==> src/rtl/ddr4_dq_sched_pkg.sv <==
`default_nettype none
// ============================================================================
// Module   : ddr4_dq_sched_pkg
// Brief    : Shared types and sizing helpers for the DQ direction scheduler.
// Revision : 1.0 - initial release
// ============================================================================
package ddr4_dq_sched_pkg;

    typedef enum logic [1:0] {
        IDLE = 2'd0,
        WR   = 2'd1,
        RD   = 2'd2
    } dir_e;

    localparam int BURST_BL8 = 4;
    localparam int BURST_BC4 = 2;

    // Deep enough for the longest window plus its trailing guard band.
    function automatic int sched_depth(input int cl, input int cwl, input int post, input int turn);
        return ((cl > cwl) ? cl : cwl) + BURST_BL8 + post + turn + 1;
    endfunction

endpackage
`default_nettype wire

==> src/rtl/ddr4_dq_timeline.sv <==
`default_nettype none
// ============================================================================
// Module   : ddr4_dq_timeline
// Brief    : Direction slot shift register with ranged conflict check/insert.
// Revision : 1.0 - initial release
// ============================================================================
module ddr4_dq_timeline
    import ddr4_dq_sched_pkg::*;
#(
    parameter int DEPTH    = 24,
    parameter int MIN_TURN = 2,
    parameter int IDX_W    = $clog2(DEPTH)
) (
    input  logic             clk,
    input  logic             rst,
    input  dir_e             i_dir,
    input  logic [IDX_W-1:0] i_start,
    input  logic [IDX_W-1:0] i_end,
    input  logic             i_insert,
    output logic             o_conflict,
    output dir_e             o_slot0
);

    dir_e r_slot  [DEPTH];
    dir_e w_shift [DEPTH];

    // Checks and inserts are made against the already-advanced timeline.
    for (genvar g = 0; g < DEPTH; g++) begin : g_shift
        if (g == DEPTH - 1) begin : g_tail
            assign w_shift[g] = IDLE;
        end else begin : g_body
            assign w_shift[g] = r_slot[g+1];
        end
    end

    always_comb begin
        o_conflict = 1'b0;
        for (int i = 0; i < DEPTH; i++) begin
            if ((i + MIN_TURN >= int'(i_start)) && (i <= int'(i_end) + MIN_TURN) &&
                (w_shift[i] != IDLE) && (w_shift[i] != i_dir)) begin
                o_conflict = 1'b1;
            end
        end
    end

    always_ff @(posedge clk) begin
        for (int i = 0; i < DEPTH; i++) begin
            if (rst) begin
                r_slot[i] <= IDLE;
            end else if (i_insert && (i >= int'(i_start)) && (i <= int'(i_end))) begin
                r_slot[i] <= i_dir;
            end else begin
                r_slot[i] <= w_shift[i];
            end
        end
    end

    assign o_slot0 = r_slot[0];

endmodule
`default_nettype wire

==> src/rtl/ddr4_dq_dir_sched.sv <==
`default_nettype none
// ============================================================================
// Module   : ddr4_dq_dir_sched
// Brief    : DQ/DQS bus-direction scheduler with turnaround enforcement.
// Revision : 1.0 - initial release
// ============================================================================
module ddr4_dq_dir_sched
    import ddr4_dq_sched_pkg::*;
#(
    parameter int CWL      = 12,
    parameter int CL       = 16,
    parameter int PRE_WR   = 1,
    parameter int PRE_RD   = 1,
    parameter int POST     = 1,
    parameter int MIN_TURN = 2,
    parameter int CNT_W    = 16
) (
    input  logic             clk,
    input  logic             rst,
    input  logic             cmd_wr,
    input  logic             cmd_rd,
    input  logic             cmd_bc4,
    output logic             wr_drive,
    output logic             rd_drive,
    output logic [1:0]       dir_state,
    output logic             err_conflict,
    output logic             err_illegal,
    output logic [CNT_W-1:0] wr_cnt,
    output logic [CNT_W-1:0] rd_cnt,
    output logic [CNT_W-1:0] rej_cnt
);

    localparam int c_depth = sched_depth(CL, CWL, POST, MIN_TURN);
    localparam int c_idx_w = $clog2(c_depth);

    // Slot k holds the cycle k+1 after the command, hence the -1 / -2 offsets.
    localparam logic [c_idx_w-1:0] c_wr_start   = c_idx_w'(CWL - PRE_WR - 1);
    localparam logic [c_idx_w-1:0] c_wr_end_bl8 = c_idx_w'(CWL + BURST_BL8 + POST - 2);
    localparam logic [c_idx_w-1:0] c_wr_end_bc4 = c_idx_w'(CWL + BURST_BC4 + POST - 2);
    localparam logic [c_idx_w-1:0] c_rd_start   = c_idx_w'(CL - PRE_RD - 1);
    localparam logic [c_idx_w-1:0] c_rd_end_bl8 = c_idx_w'(CL + BURST_BL8 + POST - 2);
    localparam logic [c_idx_w-1:0] c_rd_end_bc4 = c_idx_w'(CL + BURST_BC4 + POST - 2);
    localparam logic [CNT_W-1:0]   c_cnt_one    = CNT_W'(1);

    if (CWL <= PRE_WR) begin : g_chk_cwl
        $error("ddr4_dq_dir_sched: CWL must exceed PRE_WR");
    end
    if (CL <= PRE_RD) begin : g_chk_cl
        $error("ddr4_dq_dir_sched: CL must exceed PRE_RD");
    end

    logic               w_illegal;
    logic               w_single;
    logic               w_conflict;
    logic               w_accept;
    logic               w_reject;
    dir_e               w_dir;
    dir_e               w_slot0;
    logic [c_idx_w-1:0] w_start;
    logic [c_idx_w-1:0] w_end;

    logic               r_err_conflict;
    logic               r_err_illegal;
    logic [CNT_W-1:0]   r_wr_cnt;
    logic [CNT_W-1:0]   r_rd_cnt;
    logic [CNT_W-1:0]   r_rej_cnt;

    always_comb begin
        w_illegal = cmd_wr & cmd_rd;
        w_single  = cmd_wr ^ cmd_rd;
        w_dir     = cmd_wr ? WR : RD;
        if (cmd_wr) begin
            w_start = c_wr_start;
            w_end   = cmd_bc4 ? c_wr_end_bc4 : c_wr_end_bl8;
        end else begin
            w_start = c_rd_start;
            w_end   = cmd_bc4 ? c_rd_end_bc4 : c_rd_end_bl8;
        end
        w_accept = w_single & ~w_conflict;
        w_reject = w_single & w_conflict;
    end

    ddr4_dq_timeline #(
        .DEPTH    (c_depth),
        .MIN_TURN (MIN_TURN),
        .IDX_W    (c_idx_w)
    ) u_timeline (
        .clk        (clk),
        .rst        (rst),
        .i_dir      (w_dir),
        .i_start    (w_start),
        .i_end      (w_end),
        .i_insert   (w_accept),
        .o_conflict (w_conflict),
        .o_slot0    (w_slot0)
    );

    always_ff @(posedge clk) begin
        if (rst) begin
            r_err_conflict <= 1'b0;
            r_err_illegal  <= 1'b0;
            r_wr_cnt       <= '0;
            r_rd_cnt       <= '0;
            r_rej_cnt      <= '0;
        end else begin
            r_err_conflict <= w_reject;
            r_err_illegal  <= w_illegal;
            if (w_accept && cmd_wr && (r_wr_cnt != '1)) begin
                r_wr_cnt <= r_wr_cnt + c_cnt_one;
            end
            if (w_accept && cmd_rd && (r_rd_cnt != '1)) begin
                r_rd_cnt <= r_rd_cnt + c_cnt_one;
            end
            if ((w_reject || w_illegal) && (r_rej_cnt != '1)) begin
                r_rej_cnt <= r_rej_cnt + c_cnt_one;
            end
        end
    end

    assign wr_drive     = (w_slot0 == WR);
    assign rd_drive     = (w_slot0 == RD);
    assign dir_state    = w_slot0;
    assign err_conflict = r_err_conflict;
    assign err_illegal  = r_err_illegal;
    assign wr_cnt       = r_wr_cnt;
    assign rd_cnt       = r_rd_cnt;
    assign rej_cnt      = r_rej_cnt;

    a_drive_exclusive: assert property (@(posedge clk) disable iff (rst) !(wr_drive && rd_drive));

endmodule
`default_nettype wire
==> config.mk <==
export PLATFORM = sky130hd
export DESIGN_NAME = ddr4_dq_dir_sched
export DESIGN_NICKNAME = d
export VERILOG_FILES = /design/src/rtl/ddr4_dq_sched_pkg.sv /design/src/rtl/ddr4_dq_timeline.sv /design/src/rtl/ddr4_dq_dir_sched.sv
export SDC_FILE = /design/constraint.sdc
export NUM_CORES = 1
export LEC_CHECK = 0
export CORE_MARGIN = 3
export CORE_UTILIZATION = 30
export DETAILED_ROUTE_END_ITERATION = 7
export SYNTH_ARGS = -nofsm -noshare
export SYNTH_HDL_FRONTEND = slang
export SYNTH_SLANG_ARGS = --single-unit
==> constraint.sdc <==
create_clock -name clk -period 5.74 [get_ports clk]
set_clock_uncertainty 0.2 [all_clocks]
set_input_delay 0.574 -clock clk [delete_from_list [all_inputs] [get_ports clk]]
set_output_delay 0.574 -clock clk [all_outputs]
set_load 0.005 [all_outputs]
==> flow_summary.json, run 1 <==
{
  "status": "finished, final reports clean",
  "start_util": 0.312,
  "synthCells": 456,
  "drcViolationCount": 0,
  "rsz0062_at_grt": "false",
  "synth.cell_area_mm2": 0.00439,
  "crit_path_max_fanout": 22,
  "cts_resized": 0,
  "grtUsageMet1": 0.145,
  "grt_use_met2": 0.197,
  "max_stage_delay_ps": 920,
  "max_slew.worst_pin.slew_ps": 1080,
  "fin_crit_sh": 0.679,
  "grt_overflow": 0,
  "avgSynthCellArea_um2": 9.63,
  "dieWidth_um": 127,
  "cts_hold_buf": 0,
  "slowest_stage": "clkdlybuf4s50_1",
  "finalHoldViolCount": 0,
  "drv_cap": 0,
  "cts_setup_buffers": 0,
  "port_buffers": 58,
  "antenna_left": 0,
  "fillCellCount": 1415,
  "clock_sinks": 98,
  "clk_latency_ps": 350,
  "hp-class": "reg2reg",
  "cts_root_buf": "clkbuf_16",
  "via_per_inst": 4.77,
  "criticalPathCategory": "in2reg",
  "post-route-min-period_ps": 3900,
  "vias": 3416,
  "clk_pin_slew_ps": 70,
  "grt.busiest_layer": "met2",
  "tns_ps": 0,
  "vdd_drop_max_mv": 0.128,
  "clockBufferDepth": 2,
  "yosysSeqAreaShare": 0.506,
  "routed_wirelength_um": 9330,
  "end_kind": "flop",
  "setup_violations": 0,
  "pin_count": 59,
  "drt-initial-drc-count": 219,
  "cts_tree": "yes",
  "syn_to_final_growth_pct": 25.5,
  "grt_pass1_wl_um": 15800,
  "power_leakage_nw": 1.99,
  "finalMaxSlewViolations": 0,
  "dieHeight_um": 127,
  "cts_buffers": 9,
  "path_buf_inv": 2,
  "grt_pass1_vias": 3335,
  "dr.pass1.iters": 4,
  "fin_nets": 546,
  "place.gp.congestion": 0.788,
  "start_kind": "input port",
  "core_area_mm2": 0.0141,
  "utilization": 0.391,
  "synth_cell_types": 48,
  "htree_levels": 3,
  "dp.final_hpwl_um": 6380,
  "grt_max_degree": 114,
  "use_met3": 0.0443,
  "cp.required_ps": 5800,
  "ys.warnings.count": 0,
  "final_cell_mix": "72 x dfxtp_1, 70 x nor2_1, 57 x clkdlybuf4s50_1",
  "crit_chain": "clkdlybuf4s50_1 -> inv_1 -> ha_1 -> nor2_1 -> o32ai_1 -> or4_4 -> or4_1 -> or3_1 -> a21oi_1",
  "placed_cells": 700,
  "layout_commonest_cell": "dfxtp_1",
  "layout-drive-gt1-share": 0.0616,
  "crit_family": "simple AND/OR/NAND/NOR gates",
  "track_usage": 0.119,
  "wire_per_inst_um": 13.0,
  "power.density_mw_per_mm2": 258,
  "die_area_mm2": 0.0161,
  "fmax_ghz": 0.257,
  "antenna_cells": 0,
  "antenna_found_initial": 0,
  "cp.arrival_ps": 3960,
  "final_cells": 716,
  "rows": 43,
  "ys_ff_latch": 98,
  "relSlewSlack": 0.279
}
[cell usage after synthesis, drive strengths merged]
master	count	area share
o2111ai	3	0.0060
o41a	1	0.0026
a211oi	4	0.0068
nand2b	9	0.013
nand3	18	0.021
dfxtp	72	0.33
a21oi	19	0.022
nand3b	1	0.0017
o21bai	1	0.0017
o211a	2	0.0046
nor2	70	0.060
or2	1	0.0014
nor4b	3	0.0074
a21o	1	0.0017
nor3b	5	0.0085
or3	6	0.0085
nor2b	36	0.051
nand2	21	0.018
xnor2	21	0.042
clkbuf	14	0.012
ha	10	0.028
mux2i	8	0.018
mux2	10	0.026
or4	3	0.0060
and2	4	0.0057
conb	2	0.0017
and3	10	0.014
inv	8	0.0068
o41ai	1	0.0020
a31o	3	0.0060
o21ai	8	0.0091
buf	6	0.0083
and4	5	0.010
nor4	13	0.022
o32ai	1	0.0020
edfxtp	26	0.18
a31oi	1	0.0014
nand4	11	0.016
xor2	1	0.0020
nor3	16	0.018
and3b	1	0.0020
[worst register-to-register path: stages, from the launching register on]
cell      delay, ps
edfxtp_1        400
nor4_1          440
a31oi_1         230
or4_4           730
or4_1           570
or3_1           310
a21oi_1         160
[power breakdown]
part	internal, mW	total [mW]	switching [mW]
clock	0.329	0.609	0.280
combinational	0.0297	0.0763	0.0466
sequential	0.727	0.737	0.00996
[path summary, 6_finish.rpt]
kind                       startpoint                       to  slack (ps)  depth (start not counted)
max                            cmd_wr                wr_cnt[9]        1840                          9
min           u_timeline.r_slot[0][7]  u_timeline.r_slot[0][5]         240                          1
max reg2reg  u_timeline.r_slot[1][15]                wr_cnt[9]        2610                          6
min reg2reg   u_timeline.r_slot[0][7]  u_timeline.r_slot[0][5]         240                          1
[cell type report]
| cell class | count | area [um^2] | share of cell area |
|---|---|---|---|
| Sequential cell | 98 | 2220 | 0.403 |
| Multi-Input combinational cell | 355 | 2150 | 0.389 |
| Timing Repair Buffer | 59 | 586 | 0.106 |
| Clock buffer | 10 | 250 | 0.0454 |
| Tap cell | 180 | 225 | 0.0409 |
| Clock inverter | 6 | 53.8 | 0.00976 |
| Inverter | 8 | 30.0 | 0.00545 |
[state kept, by name (all words and copies together), names as in the netlist]
| register | cells |
|---|---|
| err_conflict | 1 |
| err_illegal | 1 |
| rd_cnt | 16 |
| rej_cnt | 16 |
| u_timeline.r_slot | 48 |
| wr_cnt | 16 |
[logic make-up after synthesis]
family | Yosys count | share of synthesized area
muxes | 18 | 0.0439
buffers and inverters | 28 | 0.0271
and+or+nand+nor | 233 | 0.284
AOI/OAI and AO/OA | 45 | 0.0655
other | 2 | 0.00171
xor gates and xnor gates | 22 | 0.0439
adders and majority gates | 10 | 0.0285
DFF | 98 | 0.506
[metrics by stage]
| stage | instance area [um^2] | hold WS (ps) | worst slack, ps | power [mW] |
|---|---|---|---|---|
| floorplan | 4490 | 214 | 2840 | 0.802 |
| global placement | 5210 | 220 | 1690 | 0.827 |
| detailed placement | 5210 | 225 | 1510 | 0.829 |
| CTS | 5510 | 245 | 1840 | 1.45 |
| global route | 5510 | 254 | 1600 | 1.48 |
| finish | 5510 | 240 | 1840 | 1.42 |
[metal layers]
| metal | share of wire | up-vias |
|---|---|---|
| met5 | 0 | - |
| li1 | - | 1727 |
| met2 | 0.50 | 53 |
| met3 | 0.045 | 5 |
| met4 | 0.0049 | 0 |
| met1 | 0.45 | 1631 |
No activity file was read; power rests on OpenSTA's default activity.
==> run 2, diff against run 1 <==
==> constraint.sdc (replaced) <==
create_clock -name clk -period 3.28 [get_ports clk]
set_clock_uncertainty 0.2 [all_clocks]
set_input_delay 0.328 -clock clk [delete_from_list [all_inputs] [get_ports clk]]
set_output_delay 0.328 -clock clk [all_outputs]
set_load 0.005 [all_outputs]
==> flow_summary.json, run 2 (same netlist as run 1, synthesis figures left out) <==
{
  "layout_commonest_cell": "dfxtp_1",
  "cp.depth": 8,
  "cp.required_ps": 3340,
  "grt_max_degree": 97,
  "layout-drive-gt1-share": 0.0888,
  "start_kind": "input port",
  "clk_latency_ps": 340,
  "start_util": 0.312,
  "hp-class": "reg2reg",
  "dr.pass1.iters": 5,
  "setup_violations": 0,
  "status": "finished, final reports clean",
  "clk_pin_slew_ps": 70,
  "grt_pass1_wl_um": 16000,
  "power.share.sequential": 0.520,
  "cts_hold_buf": 0,
  "antenna_cells": 0,
  "tns_ps": 0,
  "antenna_found_initial": 0,
  "grt_overflow": 0,
  "power.density_mw_per_mm2": 441,
  "cts_tree": "yes",
  "max_slew.worst_pin.slew_ps": 955,
  "post-route-min-period_ps": 2990,
  "core_area_mm2": 0.0141,
  "drt-initial-drc-count": 182,
  "rows": 43,
  "fin_crit_sh": 0.912,
  "cts_root_buf": "clkbuf_16",
  "reg2reg_to": "wr_cnt[9]",
  "power_leakage_nw": 2.07,
  "clockBufferDepth": 2,
  "vias": 3413,
  "netSwitchingFraction": 0.233,
  "r2r_setup_slack_ps": 490,
  "cp.arrival_ps": 3050,
  "rsz0062_at_grt": "false",
  "r2r_cells": 6,
  "crit_path_max_fanout": 11,
  "finalMaxSlewViolations": 0,
  "crit_family": "simple AND/OR/NAND/NOR gates",
  "end_kind": "flop",
  "intPower_mw": 1.90,
  "grt_pass1_vias": 3443,
  "drv_cap": 0,
  "vdd_drop_max_mv": 0.202,
  "relSlewSlack": 0.364,
  "final_cell_mix": "72 x dfxtp_1, 70 x nor2_1, 57 x clkdlybuf4s50_1",
  "die_area_mm2": 0.0161,
  "cts_setup_buffers": 0,
  "antenna_left": 0,
  "wire_per_inst_um": 12.8,
  "slowest_stage": "or4_4",
  "fin_nets": 562,
  "drcViolationCount": 0,
  "routed_wirelength_um": 9390,
  "p_switching_mw": 0.578,
  "htree_levels": 3,
  "largest-register": "u_timeline.r_slot",
  "cp-endpoint": "wr_cnt[9]",
  "fillCellCount": 1428,
  "pwr-share-comb": 0.060,
  "track_usage": 0.120,
  "dpl_cell_area_mm2": 0.00533,
  "cts_resized": 0,
  "largest_reg_flops": 48,
  "criticalPathCategory": "in2reg",
  "cp-startpoint": "cmd_wr",
  "dp.final_hpwl_um": 6630,
  "final_area_mm2": 0.00562,
  "cts_buffers": 9,
  "max_stage_delay_ps": 590,
  "power.share.clock": 0.420,
  "port_buffers": 58,
  "path_buf_inv": 2,
  "finalHoldViolCount": 0,
  "place.gp.congestion": 0.783,
  "clock_sinks": 98,
  "syn_to_final_growth_pct": 28.0,
  "pin_count": 59,
  "r2r_start": "u_timeline.r_slot[1][15]",
  "dieHeight_um": 127,
  "crit_chain": "clkdlybuf4s50_1 -> buf_4 -> nor4_1 -> a31oi_1 -> or4_4 -> or4_1 -> or3_1 -> a21oi_1",
  "dieWidth_um": 127,
  "via_per_inst": 4.66,
  "fmax_ghz": 0.334
}
## run 2: routing by layer
metal | wire length, um | share of wire | track usage
met1 | 4510 | 0.48 | 0.150
met2 | 4550 | 0.48 | 0.200
met3 | 204 | 0.022 | 0.0268
met4 | 130 | 0.014 | 0.0543
met5 | 0 | 0 | 0
## run 2: metrics by stage
stage | std cells | power [mW] | hold slack (ps) | worst slack (ps) | utilization
after floorplan | 481 | 1.40 | 214 | 624 | -
after global placement | 716 | 1.46 | 221 | 29.5 | 0.378
after detailed placement | 716 | 1.47 | 225 | -33.4 | 0.378
after CTS | 732 | 2.52 | 241 | 304 | 0.399
after global routing | 732 | 2.59 | 258 | 96.2 | 0.399
final | 732 | 2.48 | 238 | 288 | 0.399
## run 2: how the worst min path moves through the flow
stage / slack (ps) / startpoint / cells past startpoint / endpoint
after floorplan: 210 / u_timeline.r_slot[0][2] / 1 / u_timeline.r_slot[0][0]
after global placement: 220 / u_timeline.r_slot[0][11] / 1 / u_timeline.r_slot[0][9]
after detailed placement: 230 / u_timeline.r_slot[0][11] / 1 / u_timeline.r_slot[0][9]
after CTS: 240 / u_timeline.r_slot[0][11] / 1 / u_timeline.r_slot[0][9]
after global routing: 260 / u_timeline.r_slot[0][11] / 1 / u_timeline.r_slot[0][9]
final: 240 / u_timeline.r_slot[0][11] / 1 / u_timeline.r_slot[0][9]
## run 2: power by group through the flow
stage	combinational, mW	sequential (mW)	clock [mW]
after floorplan	0.0911	1.31	0
after global placement	0.145	1.32	0
after detailed placement	0.149	1.32	0
after CTS	0.150	1.29	1.08
after global routing	0.170	1.29	1.13
final	0.149	1.29	1.04
## run 2: area by class of cell
type                       count  area (um^2)  area share
timing repair buffer          75          706       0.126
multi-input combinational    355         2150       0.382
sequential                    98         2220       0.395
clock inverter                 6         43.8     0.00779
clock buffer                  10          250      0.0445
inverter                       8         30.0     0.00534
tap                          180          225      0.0401
